File: src/rtl/cpu_pkg.sv
// Shared definitions for the memory interface stage: state encoding,
// OPcode field placement, default widths and the timeout fill value.
package cpu_pkg;

  localparam int DATA_W_DEF = 16;
  localparam int ADDR_W_DEF = 16;

  // OPcode occupies the top OPC_W bits of the instruction register
  localparam int OPC_W = 5;

  localparam logic [15:0] ERR_DATA_DEF = 16'hFFFF;

  typedef enum logic [1:0] {
    IDLE = 2'd0,
    BUSY = 2'd1,
    DONE = 2'd2
  } state_t;

endpackage

File: src/rtl/mem_timeout_ctr.sv
// Bus-wait counter: counts BUSY cycles and flags the last permitted one.
module mem_timeout_ctr #(
  parameter int TIMEOUT = 15
) (
  input  logic CLK,
  input  logic Reset,
  input  logic clear_i,
  input  logic enable_i,
  output logic expired_o
);

  localparam int CW = (TIMEOUT > 1) ? $clog2(TIMEOUT) : 1;
  localparam logic [CW-1:0] LAST = CW'(TIMEOUT - 1);

  logic [CW-1:0] count_q;
  logic [CW-1:0] count_d;

  // Clear wins; saturate at LAST so the count never wraps
  always_comb begin
    count_d = count_q;
    if (clear_i) begin
      count_d = '0;
    end else if (enable_i && (count_q != LAST)) begin
      count_d = count_q + 1'b1;
    end
  end

  // Count register
  always_ff @(posedge CLK or negedge Reset) begin
    if (!Reset) begin
      count_q <= '0;
    end else begin
      count_q <= count_d;
    end
  end

  assign expired_o = (count_q == LAST);

endmodule

File: src/rtl/mem_iface.sv
// Memory interface stage: turns MemRead/MemWrite from the control FSM into
// one req/ack bus transaction, stalls control until it completes, and holds
// IR/MDR. DONE is a one-cycle window with Stall low so a command still held
// by control is not re-issued.
module mem_iface
  import cpu_pkg::*;
#(
  parameter int                DATA_W   = DATA_W_DEF,
  parameter int                ADDR_W   = ADDR_W_DEF,
  parameter int                TIMEOUT  = 15,
  parameter logic [DATA_W-1:0] ERR_DATA = DATA_W'(ERR_DATA_DEF)
) (
  input  logic              CLK,
  input  logic              Reset,
  input  logic              MemRead,
  input  logic              MemWrite,
  input  logic              IorD,
  input  logic              IRenable,
  input  logic [ADDR_W-1:0] pc_addr,
  input  logic [ADDR_W-1:0] alu_addr,
  input  logic [DATA_W-1:0] wdata,
  output logic              Stall,
  output logic [DATA_W-1:0] IR,
  output logic [OPC_W-1:0]  OPcode,
  output logic [DATA_W-1:0] MDR,
  output logic              mem_req,
  output logic              mem_we,
  output logic [ADDR_W-1:0] mem_addr,
  output logic [DATA_W-1:0] mem_wdata,
  input  logic [DATA_W-1:0] mem_rdata,
  input  logic              mem_ack,
  output logic              err_timeout,
  output logic              err_illegal
);

  state_t              state_q, state_d;
  logic [DATA_W-1:0]   ir_q, ir_d;
  logic [DATA_W-1:0]   mdr_q, mdr_d;
  logic [ADDR_W-1:0]   addr_q, addr_d;
  logic [DATA_W-1:0]   wdata_q, wdata_d;
  logic                req_q, req_d;
  logic                we_q, we_d;
  logic                dest_q, dest_d;
  logic                err_to_q, err_to_d;
  logic                err_il_q, err_il_d;
  logic                expired;

  mem_timeout_ctr #(.TIMEOUT(TIMEOUT)) u_timeout (
    .CLK       (CLK),
    .Reset     (Reset),
    .clear_i   (state_q != BUSY),
    .enable_i  (state_q == BUSY),
    .expired_o (expired)
  );

  // Next-state and datapath updates; every register holds by default
  always_comb begin
    state_d  = state_q;
    ir_d     = ir_q;
    mdr_d    = mdr_q;
    addr_d   = addr_q;
    wdata_d  = wdata_q;
    req_d    = req_q;
    we_d     = we_q;
    dest_d   = dest_q;
    err_to_d = err_to_q;
    err_il_d = err_il_q;
    case (state_q)
      IDLE: begin
        if (MemRead && MemWrite) begin
          err_il_d = 1'b1;
        end else if (MemRead ^ MemWrite) begin
          addr_d  = IorD ? alu_addr : pc_addr;
          we_d    = MemWrite;
          wdata_d = wdata;
          dest_d  = IRenable;
          req_d   = 1'b1;
          state_d = BUSY;
        end
      end
      BUSY: begin
        if (mem_ack) begin
          if (!we_q) begin
            if (dest_q) ir_d = mem_rdata;
            else        mdr_d = mem_rdata;
          end
          req_d   = 1'b0;
          we_d    = 1'b0;
          state_d = DONE;
        end else if (expired) begin
          if (!we_q) begin
            if (dest_q) ir_d = ERR_DATA;
            else        mdr_d = ERR_DATA;
          end
          req_d    = 1'b0;
          we_d     = 1'b0;
          err_to_d = 1'b1;
          state_d  = DONE;
        end
      end
      DONE:    state_d = IDLE;
      default: state_d = IDLE;
    endcase
  end

  // State and datapath registers
  always_ff @(posedge CLK or negedge Reset) begin
    if (!Reset) begin
      state_q  <= IDLE;
      ir_q     <= '0;
      mdr_q    <= '0;
      addr_q   <= '0;
      wdata_q  <= '0;
      req_q    <= 1'b0;
      we_q     <= 1'b0;
      dest_q   <= 1'b0;
      err_to_q <= 1'b0;
      err_il_q <= 1'b0;
    end else begin
      state_q  <= state_d;
      ir_q     <= ir_d;
      mdr_q    <= mdr_d;
      addr_q   <= addr_d;
      wdata_q  <= wdata_d;
      req_q    <= req_d;
      we_q     <= we_d;
      dest_q   <= dest_d;
      err_to_q <= err_to_d;
      err_il_q <= err_il_d;
    end
  end

  assign Stall       = ((state_q == IDLE) && (MemRead ^ MemWrite)) || (state_q == BUSY);
  assign IR          = ir_q;
  assign OPcode      = ir_q[DATA_W-1 -: OPC_W];
  assign MDR         = mdr_q;
  assign mem_req     = req_q;
  assign mem_we      = we_q;
  assign mem_addr    = addr_q;
  assign mem_wdata   = wdata_q;
  assign err_timeout = err_to_q;
  assign err_illegal = err_il_q;

endmodule

File: config.mk
export PLATFORM = sky130hd
export DESIGN_NAME = mem_iface
export DESIGN_NICKNAME = d
export VERILOG_FILES = /design/src/rtl/cpu_pkg.sv /design/src/rtl/mem_timeout_ctr.sv /design/src/rtl/mem_iface.sv
export SDC_FILE = /design/constraint.sdc
export NUM_CORES = 1
export LEC_CHECK = 0
export BUFFER_PORTS_ARGS = -buffer_cell sky130_fd_sc_hd__buf_2
export CAP_MARGIN = 20
export CORE_UTILIZATION = 35
export CTS_CLUSTER_SIZE = 28
export DETAILED_ROUTE_END_ITERATION = 7
export PLACE_DENSITY = 0.63
export SLEW_MARGIN = 40
export SYNTH_ARGS = -nofsm -noshare
export SYNTH_HDL_FRONTEND = slang
export SYNTH_SLANG_ARGS = --single-unit
File: constraint.sdc
create_clock -name CLK -period 2.33 [get_ports CLK]
set_input_delay 0.466 -clock CLK [delete_from_list [all_inputs] [get_ports CLK]]
set_output_delay 0.466 -clock CLK [all_outputs]
set_load 0.05 [all_outputs]
Word level (Yosys, flattened, before mapping)
Index checks and enable logic that the tools add are counted.

Memory bits (writable): 0. Logic and storage cells: 67. Bits in latches: 0. Bits in registers: 75. Memories kept: 0. Output and inout bits: 74. Bits in read-only memories: 0.

Div/mod/pow operators: 0. Shift-type cells: 0. Reductions and logical operators: 15. Bitwise operators: 5. Add/sub/neg operators: 1. Mux-type cells: 28. $lt $le $gt $ge: 0. Equal/unequal tests: 7. Multiply operators: 0.

Operators by type and width (count): 16-bit 2-to-1 mux (13); 4-bit AND reduction (3); 3-bit AND reduction (3); 2-bit 2-to-1 mux (4); 4-bit 2-to-1 mux (2); 1-bit 2-to-1 mux (6); 2-bit nonzero test (3); 4-bit by 1-bit adder with 4-bit output (second input constant) (1); 4-bit == test (second input constant) (1); 2-bit inequality test (second input constant) (2); 4-bit inequality test (second input constant) (1); 1-bit inverter (4); 1-bit case mux with 2 select lines (2); 2-bit case mux with 2 select lines (1); 1-bit logical AND (3); 3-bit inequality test (second input constant) (1); 2-bit by 1-bit == test with 1-bit output (second input constant) (1); 2-bit logical NOT (1); 2-bit by 1-bit inequality test with 1-bit output (second input constant) (1); 2-bit AND reduction (1); 1-bit logical OR (1); 1-bit bitwise XOR (1).

Depth between registers and ports, before layout
Depth after elaboration: 4. Mapped depth: 7. Mapped depth without buffers: 5.

Cells and area by module
Synthesis repeated with hierarchy kept, for this count alone.

Cells, all modules: 245. Area, all modules: 3236.9 um^2.

By module, submodules not included: mem_iface (cells each 221, area each 3015.4 um^2, sequential area each 1776.7 um^2, times used 1); mem_timeout_ctr (cells each 24, area each 221.5 um^2, sequential area each 100.1 um^2, times used 1).

Least setup slack after synthesis
No wires, ideal clock.

Path type: in2reg. Start point: input port MemRead. End point: register wdata_q[10] (netlist: mem_wdata[10]). Path slack: 0.295 ns. Library setup time: 0.125 ns. Data arrival time: 1.910 ns. Path buffers: 1. Cell stages on the path: 4. Cell sequence: ha_1 > nor3b_1 > clkbuf_1 > mux2_2.

Longest elaborated chain between the ends: 3. Elaborated cells between the ends (all ways): 4. Classes of those cells: bitwise (2); reduce/logical (2).

Ends and longest elaborated chain: start, declared (line mem_iface.sv:15) `input logic MemRead,`; 1-bit logical AND (line mem_iface.sv:70) `if (MemRead && MemWrite) begin`; 1-bit inverter (no source line); 3-bit AND reduction (no source line) *; end signal, assigned (line mem_iface.sv:124) `wdata_q <= wdata_d;`; end, declared (line mem_iface.sv:40) `logic [DATA_W-1:0] wdata_q, wdata_d;`.

Every way passes the cells marked *; elsewhere a longest branch is shown, timed or not. A chain may end at the register's enable or synchronous reset.

Worst setup path after layout
Start point: register u_timeout.count_q[0]. End point: register ir_q[4] (netlist: IR[4]).

Longest elaborated chain between the ends: 3.

Ends and longest elaborated chain: start, declared (line mem_timeout_ctr.sv:15) `logic [CW-1:0] count_q;`; start signal, assigned (line mem_timeout_ctr.sv:33) `count_q <= count_d;`; 4-bit == test (line mem_timeout_ctr.sv:37) `assign expired_o = (count_q == LAST);`; 2-bit nonzero test (no source line); 4-bit AND reduction (no source line); end signal, assigned (line mem_iface.sv:121) `ir_q <= ir_d;`; end, declared (line mem_iface.sv:37) `logic [DATA_W-1:0] ir_q, ir_d;`.

No other way between the ends.

==> parameters.txt <==
Parameter                              Value

Routing
  Remaining number of nets flagged by the antenna check after routing    0
  Drt drc    13
  Number of detailed-routing iterations run before antenna repair    6
  Via density per instance    4.68
  Iter 0 DRT Violations    between 70 and 80
  Total number of vias    2333
  Total detailed-routing wirelength    6640 um
  Mean routed wirelength per cell    roughly 13 um

Floorplan
  Starting density of the core    0.366
  Placeable core area    0.00885 sq mm
  Horizontal extent of the die    98.2 um
  Number of cell rows    34
  Top-level port count    approximately 150
  Die area    slightly below 0.01 sq mm
  Chip height    about 98 um

Critical path
  Destination of the worst register-to-register timing path    IR[4]$_DFFE_PN0P_
  Worst-case register-to-register setup slack    0.30 ns
  Crit path largest cell delay    slightly above 0.7 ns
  Number of buffers and inverters on the critical path    1
  Maximum fanout along the worst path    16
  Reg2reg path depth    5
  Setup crit end    IR[4]$_DFFE_PN0P_
  Critical path, cell by cell    inv_1 -> ha_1 -> a31oi_1 -> or4b_4 -> mux2_4
  Worst setup path startpoint    u_timeout.count_q[0]$_DFFE_PN0P_
  Launching element type of the critical path    register
  CP Capture Type    register
  Origin of the critical flop-to-flop path    u_timeout.count_q[0]$_DFFE_PN0P_
  Data required time at the worst endpoint    approximately 2.5 ns
  Cell count along the critical path    5
  Top cell family by delay on the critical path    simple AND/OR/NAND/NOR gates
  Standard cell with the maximum stage delay on the critical path    sky130_fd_sc_hd__or4b_4
  Worst Path Class, Setup    register to register
  Crit path arrival time    2.25 ns

Global route
  Gr ovfl total    0
  Total track usage    0.145
  Antenna violations before repair    0
  Global routing's busiest layer    met2
  Global-route met2 utilization    0.233
  Met1 Resource Use GR    0.184
  Met3 track utilization from global routing    0.0573
  Global-route wire length before repair    11000 um
  Maximum number of pins on one net before global-route repair    45
  Vias in the first global route    roughly 2300

Placed design
  HPWL after detailed placement    between 4000 and 5000 um
  Number of buffers inserted by port buffering    between 100 and 150
  Routability congestion estimate from global placement    0.753
  Placement Cell Area    0.00404 sq mm

Clock network
  Clock Tree Buf Depth    2
  Count of instances resized after the clock tree is built    0
  Total of hold buffers inserted after clock tree synthesis    0
  Clock slew at the register clock pins of the worst setup and hold paths    around 0.09 ns
  Root buffer cell    sky130_fd_sc_hd__clkbuf_8
  TritonCTS clock tree    built
  TritonCTS Sinks    75
  TritonCTS Buffers    9
  Total setup buffers inserted after CTS    0
  Clock latency on the worst-skew pair    0.34 ns
  CTS HTree Levels    3

Power
  Leakage    0.00208 uW
  Power per standard cell area    1660 mW/mm^2
  Max VDD drop    about 750 uV

Final layout
  FILL cells    826
  Number of diodes    0
  Leading cell type in the layout, fill and taps excluded    sky130_fd_sc_hd__buf_2
  Final layout net count    462
  Synthesis-to-finish area growth    32.2%
  Finished Cell Area    approximately 0.0043 sq mm
  Storage element area    0.00188 sq mm
  Multi-input gate area    0.00123 sq mm
  Top library cells by usage in the layout, fill and taps aside    143 x sky130_fd_sc_hd__buf_2, 75 x sky130_fd_sc_hd__dfrtp_1, 39 x sky130_fd_sc_hd__mux2_2
  Share of cells above drive strength 1    0.552

Run status
  Run status    finished, violations left
  Violations in the final reports    design-rule violations

STA
  Total count of hold-check failures in the final report    0
  Relative slew slack    0.635
  Slew at the pin closest to its max-slew limit    0.548 ns
  Setup TNS    0 ns
  Worst setup skew after layout    0.0165 ns
  Fmax    492 MHz
  RSZ-0062 raised after global routing    no
  # setup viols final    0
  Fin crit period    2.03 ns
  Number of pins exceeding their max-slew limit in the final report    0
  Final period util    0.872

Logic synthesis
  Synth area leaders    sky130_fd_sc_hd__dfrtp_1 58%, sky130_fd_sc_hd__mux2_2 14%, sky130_fd_sc_hd__mux2i_1 4.9%
  Post-synthesis cell count    244
  Sequential share of the synthesized area    0.580
  Total nets after synthesis    between 300 and 400
  Post-Syn Area    about 0.0032 sq mm
  Synth Warn #    0
  Count of state elements after synthesis    75
  Number of synthesized flops with an enable pin    0
  Distinct cell type count after synthesis    29
  Share of flip-flops with an asynchronous set or reset after synthesis    1.00
  Average cell area after synthesis    roughly 13 sq um
  Main flop type after synthesis    sky130_fd_sc_hd__dfrtp_1
  Yosys top cell by area    sky130_fd_sc_hd__dfrtp_1
  Share of the synthesized area in the top cell type    0.580

Hold path
  Path category of the worst min-delay check    input port to async pin

Run
  Count of max-cap constraint violations    0
worst min-delay path by stage:
| stage | endpoint | depth (start not counted) |
|---|---|---|
| floorplan | IR[0]$_DFFE_PN0P_ | 0 |
| global placement | err_illegal$_DFFE_PN0P_ | 1 |
| detailed placement | err_illegal$_DFFE_PN0P_ | 1 |
| CTS | MDR[2]$_DFFE_PN0P_ | 1 |
| global route | MDR[2]$_DFFE_PN0P_ | 1 |
| finish | IR[0]$_DFFE_PN0P_ | 1 |
metal layers:
| metal | vias up | part of all wire |
|---|---|---|
| li1 | 1128 | - |
| met1 | 1093 | 0.44 |
| met2 | 109 | 0.47 |
| met3 | 3 | 0.089 |
| met4 | 0 | 0.0048 |
| met5 | - | 0 |
power breakdown:
group / total [uW] / internal [uW] / leakage (uW) / switching [uW]
logic: 3730 / 995 / 0.00111 / 2730
registers: 2180 / 1870 / 0.000850 / 314
clock network: 1190 / 733 / 0.000119 / 456
layout make-up:
| class | instances | share of cell area |
|---|---|---|
| Timing Repair Buffer | 151 | 0.184 |
| Multi-Input combinational cell | 147 | 0.287 |
| Clock inverter | 4 | 0.0231 |
| Clock buffer | 10 | 0.0322 |
| Tap cell | 108 | 0.0316 |
| Sequential cell | 75 | 0.438 |
| Inverter | 4 | 0.00351 |
worst register-to-register path, cell delays in order, from the launching register on:
cell and delay [ns]:
sky130_fd_sc_hd__dfrtp_1 0.43, sky130_fd_sc_hd__inv_1 0.08, sky130_fd_sc_hd__ha_1 0.21, sky130_fd_sc_hd__a31oi_1 0.14
sky130_fd_sc_hd__or4b_4 0.71, sky130_fd_sc_hd__mux2_4 0.35
Yosys cell counts (2+ instances only):
cell and n:
sky130_fd_sc_hd__nand2b_1 17, sky130_fd_sc_hd__mux2i_1 16, sky130_fd_sc_hd__buf_2 4, sky130_fd_sc_hd__inv_1 4, sky130_fd_sc_hd__buf_4 5, sky130_fd_sc_hd__buf_6 2, sky130_fd_sc_hd__nor2_1 24, sky130_fd_sc_hd__a21oi_1 19
sky130_fd_sc_hd__nor3b_1 2, sky130_fd_sc_hd__dfrtp_1 75, sky130_fd_sc_hd__a31oi_1 3, sky130_fd_sc_hd__mux2_4 10, sky130_fd_sc_hd__clkbuf_1 5, sky130_fd_sc_hd__nand3_1 2, sky130_fd_sc_hd__mux2_2 39, sky130_fd_sc_hd__xnor2_1 2
sky130_fd_sc_hd__ha_1 3
cell families after synthesis:
group,after synthesis,synth area share
adders and majority gates,3,0.0116
AOI/OAI and AO/OA,27,0.0475
muxes,65,0.231
DFF,75,0.580
buffers and inverters,22,0.0425
and+or+nand+nor,50,0.0819
xor gates and xnor gates,2,0.00541
registers in the layout (all words and copies together), names as in the netlist:
name,count
MDR,16
dest_q,1
u_timeout.count_q,4
mem_we,1
err_timeout,1
err_illegal,1
IR,16
mem_addr,16
mem_wdata,16
mem_req,1
state_q,2
stage by stage:
stage          std cells  hold slack, ns  total power [uW]  worst slack, ns  utilization
2_1_floorplan        244           0.170              5140            0.295            -
6_report             499           0.107              7100            0.298        0.484
5_1_grt              499           0.139              7420            0.202        0.484
3_5_place_dp         485           0.452              5960            0.305        0.457
4_1_cts              499           0.108              7180            0.301        0.484
3_3_place_gp         485           0.458              5900            0.367        0.457
No activity file was read; power rests on OpenSTA's default activity.
